File: config.mk
export PLATFORM = sky130hd
export DESIGN_NAME = alu_result_collector
export DESIGN_NICKNAME = d
export VERILOG_FILES = /design/src/rtl/alu_result_collector.sv
export SDC_FILE = /design/constraint.sdc
export NUM_CORES = 1
export LEC_CHECK = 0
export CAP_MARGIN = 15
export CORE_ASPECT_RATIO = 0.7
export CORE_UTILIZATION = 48
export DETAILED_ROUTE_END_ITERATION = 12
export PLACE_DENSITY = 0.77
export SETUP_SLACK_MARGIN = 0.1
export SLEW_MARGIN = 20
export SYNTH_ARGS = -nofsm -noshare
export SYNTH_HDL_FRONTEND = slang
export SYNTH_SLANG_ARGS = --single-unit
File: constraint.sdc
create_clock -name CLK -period 2.23 [get_ports CLK]
set_clock_uncertainty 0.1 [all_clocks]
set_input_delay 0.223 -clock CLK [delete_from_list [all_inputs] [get_ports CLK]]
set_output_delay 0.223 -clock CLK [all_outputs]
set_load 0.01 [all_outputs]
File: src/rtl/alu_result_collector.sv
// Collects one-hot tagged ALU unit results into a small FIFO and hands them to a
// valid/ready consumer with sticky error flags. Optional macro: ALU_COLLECT_SEQ_EN.
module alu_result_collector #(
  parameter int Width = 16,
  parameter int DEPTH = 4
) (
  input  logic                     CLK,
  input  logic                     RST,
  input  logic [2*Width-1:0]       Arith_OUT,
  input  logic [Width-1:0]         Logic_OUT,
  input  logic [Width-1:0]         Shift_OUT,
  input  logic [Width-1:0]         CMP_OUT,
  input  logic                     Arith_Flag,
  input  logic                     Logic_Flag,
  input  logic                     Shift_Flag,
  input  logic                     CMP_Flag,
  input  logic                     RES_READY,
  input  logic                     ERR_CLR,
  output logic [2*Width-1:0]       RES_DATA,
  output logic [1:0]               RES_SRC,
  output logic                     RES_VALID,
  output logic [$clog2(DEPTH):0]   FIFO_CNT,
  output logic                     OVF_ERR,
`ifdef ALU_COLLECT_SEQ_EN
  output logic [7:0]               RES_SEQ,
`endif
  output logic                     MULTI_ERR
);

  localparam int PW = $clog2(DEPTH);
  localparam int CW = PW + 1;
  localparam int DW = 2 * Width;
`ifdef ALU_COLLECT_SEQ_EN
  localparam int EW = DW + 2 + 8;
`else
  localparam int EW = DW + 2;
`endif

  // Flag vector indexed by the source code so the one-hot position is the tag.
  logic [3:0]    flags;
  logic          one_hot;
  logic          multi_hit;
  logic [1:0]    wr_src;
  logic [DW-1:0] wr_data;
  logic [EW-1:0] wr_entry;

  logic [EW-1:0] mem_q [DEPTH];
  logic [PW-1:0] wr_ptr_q, wr_ptr_d;
  logic [PW-1:0] rd_ptr_q, rd_ptr_d;
  logic [CW-1:0] cnt_q, cnt_d;
  logic [EW-1:0] last_q, last_d;
  logic          ovf_q, ovf_d;
  logic          multi_q, multi_d;
  logic [EW-1:0] head_entry;

  logic          full;
  logic          empty;
  logic          pop;
  logic          push;
  logic          drop;

  assign flags     = {Shift_Flag, CMP_Flag, Logic_Flag, Arith_Flag};
  assign one_hot   = (flags != 4'd0) && ((flags & 4'(flags - 4'd1)) == 4'd0);
  assign multi_hit = (flags != 4'd0) && !one_hot;

  always_comb begin
    wr_src  = 2'd0;
    wr_data = '0;
    case (flags)
      4'b0001: begin wr_src = 2'd0; wr_data = Arith_OUT; end
      4'b0010: begin wr_src = 2'd1; wr_data = {{Width{1'b0}}, Logic_OUT}; end
      4'b0100: begin wr_src = 2'd2; wr_data = {{Width{1'b0}}, CMP_OUT}; end
      4'b1000: begin wr_src = 2'd3; wr_data = {{Width{1'b0}}, Shift_OUT}; end
      default: begin wr_src = 2'd0; wr_data = '0; end
    endcase
  end

  assign empty = (cnt_q == '0);
  assign full  = (cnt_q == CW'(DEPTH));
  assign pop   = !empty && RES_READY;
  // A full FIFO still accepts a push when the head leaves in the same cycle.
  assign push  = one_hot && (!full || pop);
  assign drop  = one_hot && full && !pop;

`ifdef ALU_COLLECT_SEQ_EN
  logic [7:0] seq_q, seq_d;

  assign wr_entry = {seq_q, wr_src, wr_data};
  assign seq_d    = push ? 8'(seq_q + 8'd1) : seq_q;

  always_ff @(posedge CLK or negedge RST) begin
    if (!RST) begin
      seq_q <= 8'd0;
    end else begin
      seq_q <= seq_d;
    end
  end

  assign RES_SEQ = head_entry[EW-1 -: 8];
`else
  assign wr_entry = {wr_src, wr_data};
`endif

  always_ff @(posedge CLK) begin
    if (push) begin
      mem_q[wr_ptr_q] <= wr_entry;
    end
  end

  always_comb begin
    wr_ptr_d = wr_ptr_q;
    rd_ptr_d = rd_ptr_q;
    cnt_d    = cnt_q;
    last_d   = last_q;
    if (push) begin
      wr_ptr_d = wr_ptr_q + PW'(1);
    end
    if (pop) begin
      rd_ptr_d = rd_ptr_q + PW'(1);
      last_d   = mem_q[rd_ptr_q];
    end
    case ({push, pop})
      2'b10:   cnt_d = cnt_q + CW'(1);
      2'b01:   cnt_d = cnt_q - CW'(1);
      default: cnt_d = cnt_q;
    endcase
    // A new error event outranks a clear in the same cycle.
    ovf_d   = drop      | (ovf_q   & ~ERR_CLR);
    multi_d = multi_hit | (multi_q & ~ERR_CLR);
  end

  always_ff @(posedge CLK or negedge RST) begin
    if (!RST) begin
      wr_ptr_q <= '0;
      rd_ptr_q <= '0;
      cnt_q    <= '0;
      last_q   <= '0;
      ovf_q    <= 1'b0;
      multi_q  <= 1'b0;
    end else begin
      wr_ptr_q <= wr_ptr_d;
      rd_ptr_q <= rd_ptr_d;
      cnt_q    <= cnt_d;
      last_q   <= last_d;
      ovf_q    <= ovf_d;
      multi_q  <= multi_d;
    end
  end

  // Empty FIFO shows the last popped entry (zero after reset).
  assign head_entry = empty ? last_q : mem_q[rd_ptr_q];

  assign RES_DATA  = head_entry[DW-1:0];
  assign RES_SRC   = head_entry[DW+1:DW];
  assign RES_VALID = !empty;
  assign FIFO_CNT  = cnt_q;
  assign OVF_ERR   = ovf_q;
  assign MULTI_ERR = multi_q;

endmodule

==> summary.md, run 1 <==
The initial core utilization was 49.3%. After clock tree synthesis, the clock-pin slew on the worst setup and hold paths is 0.06 ns. The tools report the multi-input gate area in the final layout as 0.00249 mm^2. In the routed design, unresolved DRC markers number 0. The antenna cell count came out at 0. For this design the ratio of total power to cell area is 1260 mW/mm^2. The congestion estimate from routability-driven global placement came to 0.742.

Net switching is 28.8% of the power. Counting cells, the worst reg-to-reg path comes to 7. After layout, the minimum clock period comes to 2.42 ns. Critical path class: reg2out. TritonCTS built the clock tree.

Yosys printed 0 warnings. The relative slew slack is 71.4%, and the max-cap check violation count is 0. Registers are responsible for 34.7% of the overall power. The fraction of met2 tracks used by global routing was 36.4%; the total congestion overflow after global routing was 0. For the worst setup path, the data required time is 1.91 ns. Data on the critical path arrives at its endpoint at 2.10 ns. The final HPWL from detailed placement is 11.4 mm, and the final setup violation count is 34.

For this run, the register share of the synthesized area comes to 67.3%. The tools report the kind of end point of the critical path as an output port. Global routing consumed, on the met3 layer, 5.60% of the routing resources.

The first global-routing pass estimated 27.1 mm of wire. The logs give 0.00516 mm^2 for the register area and 4,879 for the number of global-route vias before repair. The met1 capacity usage during global routing is 30.6%, and the routed wirelength normalized by instance count is 21.6 um. The overall die width was 153 um. Derived from the worst setup path, the maximum achievable clock frequency is 0.412 GHz. The final core utilization is 67.3%, and the die footprint is 0.0165 mm^2.

For this design, the sink count on the clock tree is 179. Setup repair after global routing could not meet its margin everywhere. Worst-case vdd ir drop: 0.000582 V. The tools report the number of distinct standard cells referenced by the synthesized netlist as 33. The number of vias per cell works out to 5.58. Master of the slowest instance on the critical path: sky130_fd_sc_hd__mux4_2. The share of the cycle needed by the critical path after routing is 109%, and the largest fanout on the critical path is 6. The number of failing hold endpoints at the final stage came out at 0.

For the layout filler cell count, the log shows 994. The initial antenna violation count is 0. The final reports fail on negative setup slack. At the placement stage, the worst setup path has a slack of -0.295 ns. The count of placed standard cells including taps is 771, and the post-detailed-route count of antenna-violating nets is 0. In this run, synthesis produced a sequential element count of 179. The tools report the part of the power in combinational logic as 43.6%. The count of port buffers added during placement works out to 127. The mean area per synthesized cell came out at 18.0 um^2. The first-iteration detailed-routing DRC count is 285, and the height of the die is 108 um. After the flow finishes, the layout carries non-filler instances totaling 811. The worst setup path is launched from a flip-flop. The final-report max-slew violation count is 0.

The pre-antenna-repair detailed-routing pass consisted of 6 iterations. The tools report the master cell of the clock root buffer as sky130_fd_sc_hd__clkbuf_16. Once placement finished, the instance area stood at 0.00956 mm^2. For the pin with the worst max-slew slack, the measured transition is 0.426 ns. In this run the number of H-tree levels came out at 4.

The initialized floorplan defines 38 standard-cell rows. The library cell appearing most often on the critical path was sky130_fd_sc_hd__buf_12. The signal on the critical path passes through buf_12 -> buf_12 -> buf_16 -> mux4_2 -> mux2_4 -> buf_6.

The part of the power in the clock network was 21.7%; the clock latency at the later pin of the worst-skew pair was 0.42 ns. The area added between synthesis and finish is 36.4%, and the number of nets produced by synthesis is 520. Cells with a size suffix above 1 make up 37.6% of the layout. For this design the top-level I/O count stands at 128.

The detailed router placed 4,526 vias in this run. The number of nets in the final layout is 691. In the global route stage, overall resource usage came out at 22.6%. The core area is 0.0155 mm^2, and the total standard cell area after synthesis is 0.00767 mm^2. Counting every instance in the synthesized netlist gives 427. The run gives 3.90 nW as the static leakage.

The min-delay analysis places its worst path in the category in2async. The most crowded layer after global routing was met2. The overall routed net length was 17.5 mm.

The run finished, with violations left. Summed over all nets, the switching power comes to 3.79 mW. The least setup slack across all paths after layout was -0.195 ns. In this run the deepest clock path goes through 2 buffers. The tools report the final design instance area without fill as 0.0105 mm^2. Entering global routing, the biggest net connects 33 pins. The number of buffers inserted during clock tree synthesis is 17, and the largest stage delay on the critical path is 0.45 ns. The run gives 9.37 mW as the cell-internal power.
-- worst paths after layout --
kind	start	endpoint	slack, ns
setup reg to reg	FIFO_CNT[0]	FIFO_CNT[2]	0.23
min in group CLK	CMP_Flag	mem_q[3][32]	0.36
hold / removal	RST	last_q[24]	0.18
max in group asynchronous	RST	rd_ptr_q[0]	1.24
hold reg to reg	last_q[20]	last_q[20]	0.41
setup / recovery	rd_ptr_q[0]	RES_DATA[29]	-0.19
-- cell usage after synthesis --
master,instances,area share (%)
sky130_fd_sc_hd__mux2_1,2,0.29
sky130_fd_sc_hd__nor2_1,4,0.20
sky130_fd_sc_hd__a22oi_1,32,3.1
sky130_fd_sc_hd__nor4b_2,2,0.39
sky130_fd_sc_hd__and2_1,21,1.7
sky130_fd_sc_hd__o22ai_1,3,0.24
sky130_fd_sc_hd__o31a_1,1,0.11
sky130_fd_sc_hd__xnor2_1,5,0.57
sky130_fd_sc_hd__mux2_2,67,9.8
sky130_fd_sc_hd__a22oi_4,1,0.28
sky130_fd_sc_hd__nor3_1,1,0.065
sky130_fd_sc_hd__buf_4,1,0.098
sky130_fd_sc_hd__o21ai_0,10,0.65
sky130_fd_sc_hd__a21oi_1,1,0.065
sky130_fd_sc_hd__ha_1,4,0.65
sky130_fd_sc_hd__nor2b_1,2,0.16
sky130_fd_sc_hd__edfxtp_1,136,53
sky130_fd_sc_hd__nor4b_1,1,0.11
sky130_fd_sc_hd__or2_1,1,0.082
sky130_fd_sc_hd__nand2_1,3,0.15
sky130_fd_sc_hd__clkbuf_1,7,0.34
sky130_fd_sc_hd__nor2_2,1,0.082
sky130_fd_sc_hd__buf_6,3,0.44
sky130_fd_sc_hd__inv_1,7,0.34
sky130_fd_sc_hd__mux4_2,34,10
sky130_fd_sc_hd__fa_1,1,0.26
sky130_fd_sc_hd__xor2_1,4,0.46
sky130_fd_sc_hd__o21ai_1,7,0.46
sky130_fd_sc_hd__mux2i_1,2,0.26
sky130_fd_sc_hd__buf_1,2,0.098
sky130_fd_sc_hd__or3_1,2,0.16
sky130_fd_sc_hd__dfrtp_1,43,14
sky130_fd_sc_hd__buf_2,16,1.0
-- cell usage in the layout, fill, tap and decap left out, types with 4 or more instances in the layout --
master and instances:
sky130_fd_sc_hd__edfxtp_1 136, sky130_fd_sc_hd__o21ai_1 7, sky130_fd_sc_hd__buf_12 14, sky130_fd_sc_hd__buf_4 33
sky130_fd_sc_hd__inv_1 7, sky130_fd_sc_hd__xnor2_1 5, sky130_fd_sc_hd__and2_2 4, sky130_fd_sc_hd__a22oi_1 32
sky130_fd_sc_hd__nor2_1 4, sky130_fd_sc_hd__and2_1 17, sky130_fd_sc_hd__clkbuf_16 17, sky130_fd_sc_hd__mux2_2 34
sky130_fd_sc_hd__buf_6 36, sky130_fd_sc_hd__clkinv_1 4, sky130_fd_sc_hd__dfrtp_1 41, sky130_fd_sc_hd__o21ai_0 10
sky130_fd_sc_hd__ha_1 4, sky130_fd_sc_hd__mux4_2 34, sky130_fd_sc_hd__mux2_4 34, sky130_fd_sc_hd__clkdlybuf4s50_1 88
-- routing by layer --
layer  vias to the layer above  routed length (um)
met2                       165                8580
li1                       2019                   -
met1                      2327                7740
met5                         -                   0
met3                        15                1060
met4                         0                 123
-- cells by family (layout without fill, tap and decap cells) --
logic type / Yosys count / in the layout / synth area share (%)
AND/OR/NAND/NOR: 38 / 38 / 3.12
buffers and inverters: 36 / 220 / 2.37
multiplexers: 105 / 105 / 20.4
AO/OA/AOI/OAI: 55 / 55 / 4.94
flip-flops: 179 / 179 / 67.3
XOR/XNOR: 9 / 9 / 1.03
adder cells (fa/ha/maj): 5 / 5 / 0.913
-- area by class of cell --
cell class,instances,area share (%)
flip-flops and latches,179,49.4
multi-input cells,212,23.8
repair buffers,181,18.7
clock buffers,18,4.10
well taps,200,2.39
clock inverters,14,1.32
inverters,7,0.251
-- power by group through the flow --
stage / registers, mW / logic, mW / clock network (mW)
2_1_floorplan: 4.54 / 2.78 / 0
3_3_place_gp: 4.56 / 4.75 / 0
3_5_place_dp: 4.61 / 4.88 / 0
4_1_cts: 4.56 / 5.76 / 2.90
5_1_grt: 4.64 / 6.10 / 3.03
6_report: 4.56 / 5.74 / 2.86
-- state kept, by name, indices dropped and copies added, names as in the netlist --
| name | cells |
|---|---|
| FIFO_CNT | 3 |
| MULTI_ERR | 1 |
| OVF_ERR | 1 |
| last_q | 34 |
| mem_q | 136 |
| rd_ptr_q | 2 |
| wr_ptr_q | 2 |
-- critical path: cells and delay by family, from the launching register on --
family / cells / cell delay (ns)
mux: 2 / 0.73
buf+inv: 4 / 0.52
flops: 1 / 0.43
-- repair_timing --
item,in CTS,in global routing
gates resized for setup,212,6
cloned,2,0
setup endpoints to repair,35,36
setup buffers,4,1
pin swaps,0,1
hold endpoints to repair,13,0
hold buffers,1,0
-- metrics by stage --
stage / power, mW / setup TNS, ns / hold WS, ns
final: 13.2 / -3.60 / 0.179
after global routing: 13.8 / -5.85 / 0.212
after CTS: 13.2 / -4.10 / 0.183
after detailed placement: 9.50 / -20.67 / 0.0880
after global placement: 9.30 / -10.18 / 0.0655
after floorplan: 7.33 / 0 / -0.173
(Power assumes the default switching activity.)
==> inputs of run 2 (changes only) <==
Settings changed: SETUP_SLACK_MARGIN 0.1 to default.
==> run 2 against run 1 <==
The flow still finishes with violations (negative setup slack). Clock power decreased by 1%. Combinational power barely moved. Worst setup slack improved by 0.047 ns. Utilization fell by 0.43 points. Register-to-register slack lost 0.09 ns.
==> summary.md, run 2 (same netlist as run 1, synthesis figures left out) <==
Setup repair after global routing could not meet its margin everywhere. At the placement stage, the worst setup path has a slack of -0.405 ns. For the least setup slack across all paths after layout, the log shows -0.148 ns. The die is 153 um wide. Across all layers, the routed design uses 4,554 vias. The share of layout cells above drive strength 1 was 37.5%. The die is 108 um tall. The most frequent standard cell in the layout excluding fill and tap cells was sky130_fd_sc_hd__edfxtp_1. For the placer congestion estimate, the log shows 0.748. The floorplan row count came out at 38. The tools report the final design instance area without fill as 0.0104 mm^2.

Once placement completed, the tool counted placed cells totaling 767. Global routing finished with a remaining overflow of 0. Tracing the worst setup path back leads to its startpoint at rd_ptr_q[0]. The final reports fail on negative setup slack. The non-filler instance count after layout came out at 811. The worst setup path is captured at an output port.

The share of the cycle needed by the critical path after routing came out at 107%. The post-detailed-route count of antenna-violating nets came out at 0. The critical path in this run is classified as reg2out.

The run gives 0 as the final-report max-slew violation count. The worst register-to-register path ends at FIFO_CNT[2]. After layout, the minimum clock period comes to 2.38 ns. Of all nets on the critical path, the largest fanout is 5. The die covers 0.0165 mm^2. The initial antenna violation count is 0, and the number of global-route vias before repair is 4,784. The number of antenna diodes in the final layout is 0.

After detailed routing, the total wire length is 17.5 mm. The tools report the beginning of the worst register-to-register path as FIFO_CNT[2]. The kind of start point of the critical path was a flip-flop. The slack of the worst reg-to-reg path was 0.14 ns. The worst pin sits at a relative slew slack of 60.1%. The tools report the worst-case clock buffer depth as 2. The flip-flop count of the largest register after layout is 136, and the post-detailed-placement cell area is 0.00952 mm^2. Across the run, the number of max-cap violations was 0.

Across the VDD grid, the largest voltage drop is 0.000880 V. The first-pass GRT wire length was 27.2 mm. At the worst endpoint, the arrival time is 2.05 ns. Dividing total power by cell area gives a power density of 1270 mW/mm^2.

Input and output buffers added on the ports amount to 127. For the number of I/O pins, the log shows 128. For this run, the detailed router's first-pass iteration total came to 5. The master cell of the clock root buffer is sky130_fd_sc_hd__clkbuf_16. For this configuration, the core starts out at a cell density of 49.3%.

The clock-pin slew of the registers on the worst-case setup and hold paths came out at 0.07 ns. Dividing the detail-routed wire length by the instance count gives 21.6 um. The worst hold path belongs to the class in2async. For this block, the initial DRC count from the detailed router was 361.

The static leakage was 3.86 nW; the H-tree level count was 4. The transition time of the tightest slew-check pin works out to 0.593 ns. In the global route stage, overall resource usage came out at 22.9%. Setup violations remaining at the end of the flow were counted as 34. The area added between synthesis and finish is 35.5%. The wire-length estimate of the detail-placed layout is 11.6 mm. After detailed routing, the number of vias per cell comes to 5.62. Ranked by flip-flop count, first place goes to mem_q.

Entering global routing, the biggest net connects 33 pins. In the routed design, unresolved DRC markers number 0. Maximum achievable frequency: 0.421 GHz. The flow ran to the end, but the final reports show violations. For the layout filler cell count, the log shows 1,005.

At the later pin of the worst-skew pair, clock insertion delay measures 0.43 ns. The worst setup path endpoint was RES_DATA[1]. For the worst setup path, the data required time is 1.91 ns.

TritonCTS built the clock tree. Cell depth of the worst flop-to-flop path: 6. At the end of the flow, the number of nets in the layout was 691.

The number of failing hold endpoints at the final stage is 0. Counting the buffers created by CTS gives 17. The core region is 0.0155 mm^2. The run gives 179 as the clock sink total. Leaving out fill and tap cells, the most frequent cells in the layout are sky130_fd_sc_hd__edfxtp_1 (136), sky130_fd_sc_hd__clkdlybuf4s50_1 (90), sky130_fd_sc_hd__dfrtp_1 (41).
==> run 2: worst min path at each step <==
stage | startpoint | end | slack, ns | cells after the start
final | RST | last_q[20] | 0.15 | 2
after global routing | RST | last_q[20] | 0.18 | 2
after CTS | RST | last_q[20] | 0.15 | 2
after detailed placement | RST | last_q[22] | 0.06 | 1
after global placement | RST | last_q[18] | 0.05 | 1
after floorplan | RST | FIFO_CNT[0] | -0.17 | 0
==> run 2: timing repair <==
item                                    CTS  global route
hold buffers                              1             0
setup buffers                             7             4
gates resized for setup                 216             0
hold endpoints to repair                 13             0
endpoints found under the setup margin   36            34
cloned                                    3             0
==> run 2: layout make-up <==
class / count / area [um^2] / area share, %
Tap cell: 200 / 250 / 2.41
Multi-Input combinational cell: 212 / 2480 / 23.8
Sequential cell: 179 / 5160 / 49.7
Clock buffer: 21 / 440 / 4.24
Clock inverter: 11 / 111 / 1.07
Timing Repair Buffer: 181 / 1920 / 18.5
Inverter: 7 / 26.3 / 0.253
==> run 2: metrics by stage <==
step | hold WS, ns | utilization, % | setup TNS, ns | total power, mW
floorplan | -0.173 | - | 0 | 7.32
global placement | 0.0544 | 61.2 | -20.53 | 9.32
detailed placement | 0.0634 | 61.2 | -29.92 | 9.50
CTS | 0.146 | 67.2 | -4.95 | 13.4
global route | 0.180 | 66.8 | -5.69 | 13.7
finish | 0.148 | 66.8 | -3.63 | 13.2
==> run 2: worst max-delay path, stage by stage (launching register included) <==
cell	delay, ns
sky130_fd_sc_hd__dfrtp_2	0.39
sky130_fd_sc_hd__buf_6	0.14
sky130_fd_sc_hd__buf_12	0.14
sky130_fd_sc_hd__mux4_2	0.55
sky130_fd_sc_hd__mux2_4	0.29
sky130_fd_sc_hd__buf_6	0.12
==> run 2: power by group <==
group          leakage (nW)  internal, mW  switching (mW)
Sequential             1.72          4.29           0.287
Clock                 0.276          1.64            1.19
Combinational          1.86          3.44            2.31
==> run 2: layer usage <==
layer	wire [um]	GRT usage [%]	part of all wire, %
met1	7930	31.1	45
met2	8580	36.6	49
met3	775	4.63	4.4
met4	257	8.66	1.5
met5	0	0	0
==> inputs of run 3 (changes only) <==
Settings changed: ABC_CLOCK_PERIOD_IN_PS from default to 2230.
==> results of run 3 <==
Same layout as run 2: the final DEF is identical, and so are final timing and power.
